===== src/rtl/tlut_result_drain_if.sv =====
`default_nettype none
// ============================================================================
// Module   : tlut_result_drain_if
// Brief    : Bundle of the start/compute handshake, the simd_cell result bus
//            and the valid/ready result stream used by tlut_result_drain.
//            master = the drain block, slave = the host/cell side.
// Revision : 1.0  initial release
// ============================================================================
interface tlut_result_drain_if #(
    parameter int DIM_ROW1  = 3,
    parameter int DIM_COL2  = 3,
    parameter int ACC_WIDTH = 8
);
    localparam int c_N     = DIM_ROW1 * DIM_COL2;
    localparam int c_IDX_W = (c_N > 1) ? $clog2(c_N) : 1;

    logic                       start;
    logic                       cell_enable;
    logic [c_N*ACC_WIDTH-1:0]   acc_in;
    logic                       out_valid;
    logic                       out_ready;
    logic [ACC_WIDTH-1:0]       out_data;
    logic [c_IDX_W-1:0]         out_idx;
    logic                       out_last;
    logic                       busy;
    logic                       done;

    modport master (
        input  start, acc_in, out_ready,
        output cell_enable, out_valid, out_data, out_idx, out_last, busy, done
    );

    modport slave (
        output start, acc_in, out_ready,
        input  cell_enable, out_valid, out_data, out_idx, out_last, busy, done
    );
endinterface
`default_nettype wire


===== src/rtl/tlut_result_drain.sv =====
`default_nettype none
// ============================================================================
// Module   : tlut_result_drain
// Brief    : Consumer end of the simd_cell result interface. On start it
//            enables the cell for LATENCY cycles, snapshots the packed
//            accumulated_mult matrix and streams its elements one per beat
//            over a valid/ready port.
// Options  : TLUT_DRAIN_SKIP_ZERO_EN - when defined, zero elements are not
//            emitted; out_idx still carries the true element index.
// Revision : 1.0  initial release
// ============================================================================
module tlut_result_drain #(
    parameter int DIM_ROW1  = 3,
    parameter int DIM_COL2  = 3,
    parameter int ACC_WIDTH = 8,
    parameter int LATENCY   = 3
) (
    input  wire logic               clk,
    input  wire logic               rst,
    tlut_result_drain_if.master     bus
);
    localparam int c_N     = DIM_ROW1 * DIM_COL2;
    localparam int c_IDX_W = (c_N > 1) ? $clog2(c_N) : 1;
    localparam int c_CNT_W = (LATENCY > 1) ? $clog2(LATENCY) : 1;
    localparam logic [c_CNT_W-1:0] c_CNT_LOAD = c_CNT_W'(LATENCY - 1);
    localparam logic [c_IDX_W-1:0] c_IDX_MAX  = c_IDX_W'(c_N - 1);

    typedef enum logic [1:0] {
        S_IDLE    = 2'd0,
        S_COMPUTE = 2'd1,
        S_STREAM  = 2'd2
    } state_t;

    state_t                     state_q, state_d;
    logic [c_CNT_W-1:0]         cnt_q,   cnt_d;
    logic [c_IDX_W-1:0]         idx_q,   idx_d;
    logic [c_N*ACC_WIDTH-1:0]   snap_q,  snap_d;
    logic                       done_q,  done_d;

    logic                       w_last_beat;
    logic [ACC_WIDTH-1:0]       w_elem;

    assign w_elem = snap_q[int'(idx_q)*ACC_WIDTH +: ACC_WIDTH];

`ifdef TLUT_DRAIN_SKIP_ZERO_EN
    logic [c_N-1:0]             mask_q,  mask_d;
    logic [c_IDX_W-1:0]         last_q,  last_d;
    logic [c_N-1:0]             w_nz;
    logic [c_IDX_W-1:0]         w_first;
    logic [c_IDX_W-1:0]         w_lastk;
    logic [c_IDX_W-1:0]         w_next;

    // Nonzero mask of the live cell output plus first/last/next-set searches
    always_comb begin
        w_nz    = '0;
        w_first = '0;
        w_lastk = '0;
        w_next  = idx_q;
        for (int k = 0; k < c_N; k++) begin
            w_nz[k] = |bus.acc_in[k*ACC_WIDTH +: ACC_WIDTH];
        end
        for (int k = c_N - 1; k >= 0; k--) begin
            if (w_nz[k]) w_first = c_IDX_W'(k);
        end
        for (int k = 0; k < c_N; k++) begin
            if (w_nz[k]) w_lastk = c_IDX_W'(k);
        end
        // The stream walks the captured mask, never the live input
        for (int k = c_N - 1; k >= 0; k--) begin
            if (mask_q[k] && (k > int'(idx_q))) w_next = c_IDX_W'(k);
        end
    end

    assign w_last_beat = (idx_q == last_q);
`else
    assign w_last_beat = (idx_q == c_IDX_MAX);
`endif

    // State register and datapath registers; reset wins over everything
    always_ff @(posedge clk) begin
        if (rst) begin
            state_q <= S_IDLE;
            cnt_q   <= '0;
            idx_q   <= '0;
            snap_q  <= '0;
            done_q  <= 1'b0;
`ifdef TLUT_DRAIN_SKIP_ZERO_EN
            mask_q  <= '0;
            last_q  <= '0;
`endif
        end else begin
            state_q <= state_d;
            cnt_q   <= cnt_d;
            idx_q   <= idx_d;
            snap_q  <= snap_d;
            done_q  <= done_d;
`ifdef TLUT_DRAIN_SKIP_ZERO_EN
            mask_q  <= mask_d;
            last_q  <= last_d;
`endif
        end
    end

    // Next-state logic: start -> compute countdown -> capture -> stream beats
    always_comb begin
        state_d = state_q;
        cnt_d   = cnt_q;
        idx_d   = idx_q;
        snap_d  = snap_q;
        done_d  = 1'b0;
`ifdef TLUT_DRAIN_SKIP_ZERO_EN
        mask_d  = mask_q;
        last_d  = last_q;
`endif
        case (state_q)
            S_IDLE: begin
                if (bus.start) begin
                    state_d = S_COMPUTE;
                    cnt_d   = c_CNT_LOAD;
                end
            end
            S_COMPUTE: begin
                if (cnt_q == '0) begin
                    // Cell output is valid now; this snapshot is the only copy
                    snap_d = bus.acc_in;
`ifdef TLUT_DRAIN_SKIP_ZERO_EN
                    mask_d = w_nz;
                    last_d = w_lastk;
                    if (w_nz == '0) begin
                        state_d = S_IDLE;
                        done_d  = 1'b1;
                        idx_d   = '0;
                    end else begin
                        state_d = S_STREAM;
                        idx_d   = w_first;
                    end
`else
                    state_d = S_STREAM;
                    idx_d   = '0;
`endif
                end else begin
                    cnt_d = cnt_q - 1'b1;
                end
            end
            S_STREAM: begin
                if (bus.out_ready) begin
                    if (w_last_beat) begin
                        state_d = S_IDLE;
                        done_d  = 1'b1;
                        idx_d   = '0;
                    end else begin
`ifdef TLUT_DRAIN_SKIP_ZERO_EN
                        idx_d = w_next;
`else
                        idx_d = idx_q + 1'b1;
`endif
                    end
                end
            end
            default: begin
                state_d = S_IDLE;
            end
        endcase
    end

    assign bus.busy        = (state_q != S_IDLE);
    assign bus.cell_enable = (state_q == S_COMPUTE);
    assign bus.out_valid   = (state_q == S_STREAM);
    // Beat fields are forced to zero outside STREAM so idle outputs stay quiet
    assign bus.out_data    = bus.out_valid ? w_elem : '0;
    assign bus.out_idx     = bus.out_valid ? idx_q  : '0;
    assign bus.out_last    = bus.out_valid & w_last_beat;
    assign bus.done        = done_q;

endmodule
`default_nettype wire


===== src/flat_wrapper.sv =====
// flat-port wrapper written by rule: the top's interface ports become plain ports
module tlut_result_drain_flat 
#(
    parameter int DIM_ROW1  = 3,
    parameter int DIM_COL2  = 3,
    parameter int ACC_WIDTH = 8,
    parameter int LATENCY   = 3
)
  (clk, rst, bus_start, bus_acc_in, bus_out_ready, bus_cell_enable, bus_out_valid, bus_out_data, bus_out_idx, bus_out_last, bus_busy, bus_done);
  tlut_result_drain_if #(.DIM_ROW1(DIM_ROW1), .DIM_COL2(DIM_COL2), .ACC_WIDTH(ACC_WIDTH)) bus_i ();
  input  wire logic clk;
  input  wire logic rst;
  input wire logic [$bits(bus_i.start)-1:0] bus_start;
  input wire logic [$bits(bus_i.acc_in)-1:0] bus_acc_in;
  input wire logic [$bits(bus_i.out_ready)-1:0] bus_out_ready;
  output wire logic [$bits(bus_i.cell_enable)-1:0] bus_cell_enable;
  output wire logic [$bits(bus_i.out_valid)-1:0] bus_out_valid;
  output wire logic [$bits(bus_i.out_data)-1:0] bus_out_data;
  output wire logic [$bits(bus_i.out_idx)-1:0] bus_out_idx;
  output wire logic [$bits(bus_i.out_last)-1:0] bus_out_last;
  output wire logic [$bits(bus_i.busy)-1:0] bus_busy;
  output wire logic [$bits(bus_i.done)-1:0] bus_done;
  assign bus_i.start = bus_start;
  assign bus_i.acc_in = bus_acc_in;
  assign bus_i.out_ready = bus_out_ready;
  assign bus_cell_enable = bus_i.cell_enable;
  assign bus_out_valid = bus_i.out_valid;
  assign bus_out_data = bus_i.out_data;
  assign bus_out_idx = bus_i.out_idx;
  assign bus_out_last = bus_i.out_last;
  assign bus_busy = bus_i.busy;
  assign bus_done = bus_i.done;
  tlut_result_drain #(.DIM_ROW1(DIM_ROW1), .DIM_COL2(DIM_COL2), .ACC_WIDTH(ACC_WIDTH), .LATENCY(LATENCY)) u_core (.clk(clk), .rst(rst), .bus(bus_i));
endmodule

===== config.mk =====
export PLATFORM = sky130hd
export DESIGN_NAME = tlut_result_drain_flat
export DESIGN_NICKNAME = d
export VERILOG_FILES = /design/src/rtl/tlut_result_drain_if.sv /design/src/rtl/tlut_result_drain.sv /design/src/flat_wrapper.sv
export SDC_FILE = /design/constraint.sdc
export NUM_CORES = 1
export LEC_CHECK = 0
export ABC_AREA = 1
export BUFFER_PORTS_ARGS = -buffer_cell sky130_fd_sc_hd__buf_2
export CAP_MARGIN = 15
export CORE_MARGIN = 4
export CORE_UTILIZATION = 45
export DETAILED_ROUTE_END_ITERATION = 10
export PLACE_DENSITY = 0.66
export SLEW_MARGIN = 15
export SYNTH_ARGS = -nofsm -noshare
export SYNTH_HDL_FRONTEND = slang
export SYNTH_SLANG_ARGS = --single-unit

===== constraint.sdc =====
create_clock -name clk -period 2 [get_ports clk]
set_input_delay 0.1 -clock clk [delete_from_list [all_inputs] [get_ports clk]]
set_output_delay 0.1 -clock clk [all_outputs]
set_load 0.03 [all_outputs]

==> reports/metrics.csv <==
stage,metric,value,unit
cells_and_area,drive_gt1_share,21.2,%
cells_and_area,final_area,0.00450,mm²
cts,cts_buffer_depth,2,
yosys,avgSynthCellArea,7.15,µm²
global_route,antenna_found_initial,0,
timing,fin_tns_setup,0,ps
cts,clk_latency,350,ps
yosys,ys_seq_area_share,42.6,%
global_route,grt_pass1_vias,3588,
timing,rsz0062_at_grt,no,
global_route,grt_max_degree,56,
yosys,ys_seq_elements,81,
routing,wl_per_cell,13.5,µm
status,outcome,completed,
cells_and_area,antennaDiodeCount,0,
routing,route.detailed.drc,0,
power,power_density,1430,mW/mm²
yosys,synthTopCellsByArea,"dfxtp_1 43%, a21oi_1 11%, nand2_1 9.1%, nand3_1 7.6%, inv_1 7.2%",
yosys,synth_top_area_cell,dfxtp_1,
routing,viasPerCell,5.07,
timing,hold_violations,0,
yosys,yosys_warnings,0,
worst_setup_path,crit_path_start_kind,register,
die,core,0.00822,mm²
yosys,syn_area,0.00380,mm²
timing,clock_skew,7.46,ps
die,ioPinCount,93,
cts,clkSlewWorstSetupHoldPaths,80,ps
cells_and_area,area_delta_synth_final,18.3,%
timing,slew_violations,0,
worst_setup_path,cp.arrival,1760,ps
yosys,post_synth_inst_count,532,
die,die_x,99.9,µm
routing,drt-pass1-iter-count,5,
placement,post_dp_cell_area,0.00424,mm²
die,die_area,0.00999,mm²
cells_and_area,nNetsFinal,696,
power,ir_worst_vdd,776,µV
placement,gp_congestion,0.850,
die,initial_core_util,46.3,%
placement,io_buffers,92,
worst_setup_path,crit_path_end_kind,output port,
timing,setup_violations,0,
cts,post_cts_buffers,0,
routing,drt-initial-drc-count,171,
timing,max_freq,539,MHz
global_route,grt_usage,20.6,%
hold_path,hold_path_class,in -> reg,
cts,clockRootBuffer,clkbuf_8,
worst_setup_path,crit_type,reg -> out,
global_route,grt_pass1_wl,16600,µm
die,die_h,99.9,µm
yosys,syn_nets,611,
die,row_count,33,
yosys,synth_top_area_share,42.6,%
power,leakage,1.98,nW
cts,cts_tree,done,
worst_setup_path,crit_fanout,13,
cts,clkSinkCount,81,
routing,drt_wl_total,9820,µm
routing,route.vias.total,3683,
cts,htreeDepth,3,
timing,maxSlewHeadroom,70.6,%
routing,ant_nets,0,
timing,min_period_over_period,92.8,%
timing,worst_pin_slew,440,ps
yosys,synth_cell_types,23,
cts,cts_made_buffers,9,
timing,hold_slack,13.7,ps
placement,post-dp-hpwl,7290,µm
timing,post-route-min-period,1860,ps
worst_setup_path,crit_required,1900,ps
global_route,grt-ovfl-total,0,
flow_run,maxCapViolations,0,
==> synthesized netlist by cell type (all sizes together) <==
| master | number |
|---|---|
| clkinv | 2 |
| buf | 26 |
| a21oi | 86 |
| inv | 77 |
| nand4 | 8 |
| nor2 | 12 |
| nand2 | 94 |
| clkbuf | 12 |
| dfxtp | 81 |
| ha | 3 |
| nor3 | 3 |
| nand3 | 59 |
| o21ai | 69 |
==> metal layers <==
layer | global-route usage (%) | wire (µm) | vias to the layer above
met5 | 0 | 0 | -
met2 | 32.4 | 4440 | 111
met3 | 4.03 | 612 | 19
met1 | 28.1 | 4560 | 1652
li1 | - | - | 1901
met4 | 7.35 | 201 | 0
==> flip-flops by register name, summed over array words and instances, names as in the netlist <==
register,flops
u_core.cnt_q,2
u_core.state_q,2
u_core.bus.done,1
u_core.snap_q,72
u_core.idx_q,4
==> power by group <==
part	switching [W]	internal [W]	leakage (nW)
Sequential	0.000170	0.00219	0.663
Clock	0.000581	0.000442	0.0818
Combinational	0.00204	0.00102	1.24
==> what timing repair did <==
item,CTS,global route
hold endpoints to repair,8,0
resized for setup,0,4
endpoints found under the setup margin,0,2
hold buffers,8,0
==> logic make-up after synthesis <==
| logic type | synth area share (%) |
|---|---|
| fa+ha+maj | 0.987 |
| buf+inv | 15.0 |
| flops | 42.6 |
| compound gates | 20.4 |
| simple gates | 21.0 |
==> layout by cell type (no fill, tap or decap) <==
| cell | n |
|---|---|
| clkinvlp_4 | 2 |
| clkinv_1 | 1 |
| o21ai_0 | 18 |
| nand3_1 | 58 |
| nand4_1 | 8 |
| clkbuf_1 | 1 |
| nand2_2 | 1 |
| inv_2 | 4 |
| buf_12 | 2 |
| buf_4 | 10 |
| a21oi_1 | 84 |
| dlygate4sd3_1 | 8 |
| clkbuf_4 | 2 |
| a21oi_2 | 2 |
| buf_2 | 90 |
| nor3_1 | 3 |
| o21ai_1 | 51 |
| clkinv_2 | 5 |
| inv_1 | 73 |
| nand3_4 | 1 |
| nand2_4 | 1 |
| ha_1 | 3 |
| dfxtp_1 | 81 |
| nor2_1 | 9 |
| nor2_4 | 3 |
| clkbuf_8 | 9 |
| nand2_1 | 92 |
==> through the flow <==
| step | setup WS (ps) | utilization, % | power, W | instances |
|---|---|---|---|---|
| after floorplan | 386 | - | 0.00477 | 532 |
| after global placement | 484 | 51.6 | 0.00533 | 703 |
| after detailed placement | 391 | 51.6 | 0.00540 | 703 |
| after CTS | 139 | 54.6 | 0.00644 | 727 |
| after global routing | 18.6 | 54.7 | 0.00699 | 727 |
| final | 145 | 54.7 | 0.00643 | 727 |
==> cell type report <==
type | count | area, µm²
clock buffers | 10 | 128
clock inverters | 6 | 35.0
fillers | 812 | 3720
inverters | 79 | 298
multi-input cells | 334 | 1620
flip-flops and latches | 81 | 1620
well taps | 105 | 131
repair buffers | 112 | 661
==> worst max-delay path, stage by stage, from the launching register on <==
cell,delay [ps]
dfxtp_1,350
inv_2,120
buf_4,190
nand2_1,60
nand3_1,80
nand3_1,100
nand3_1,120
a21oi_2,170
clkbuf_4,210
==> path summary, 6_finish.rpt <==
check | slack (ps) | endpoint | from | cells past startpoint
worst max-delay path | 140 | bus_out_data[4] | u_core.idx_q[0] | 8
worst min register to register | 460 | u_core.snap_q[40] | u_core.snap_q[40] | 2
worst min-delay path | 10 | u_core.snap_q[59] | bus_acc_in[59] | 3
worst max register to register | 400 | u_core.idx_q[3] | u_core.cnt_q[0] | 7
Note: power is estimated with default switching activity, not from simulation.
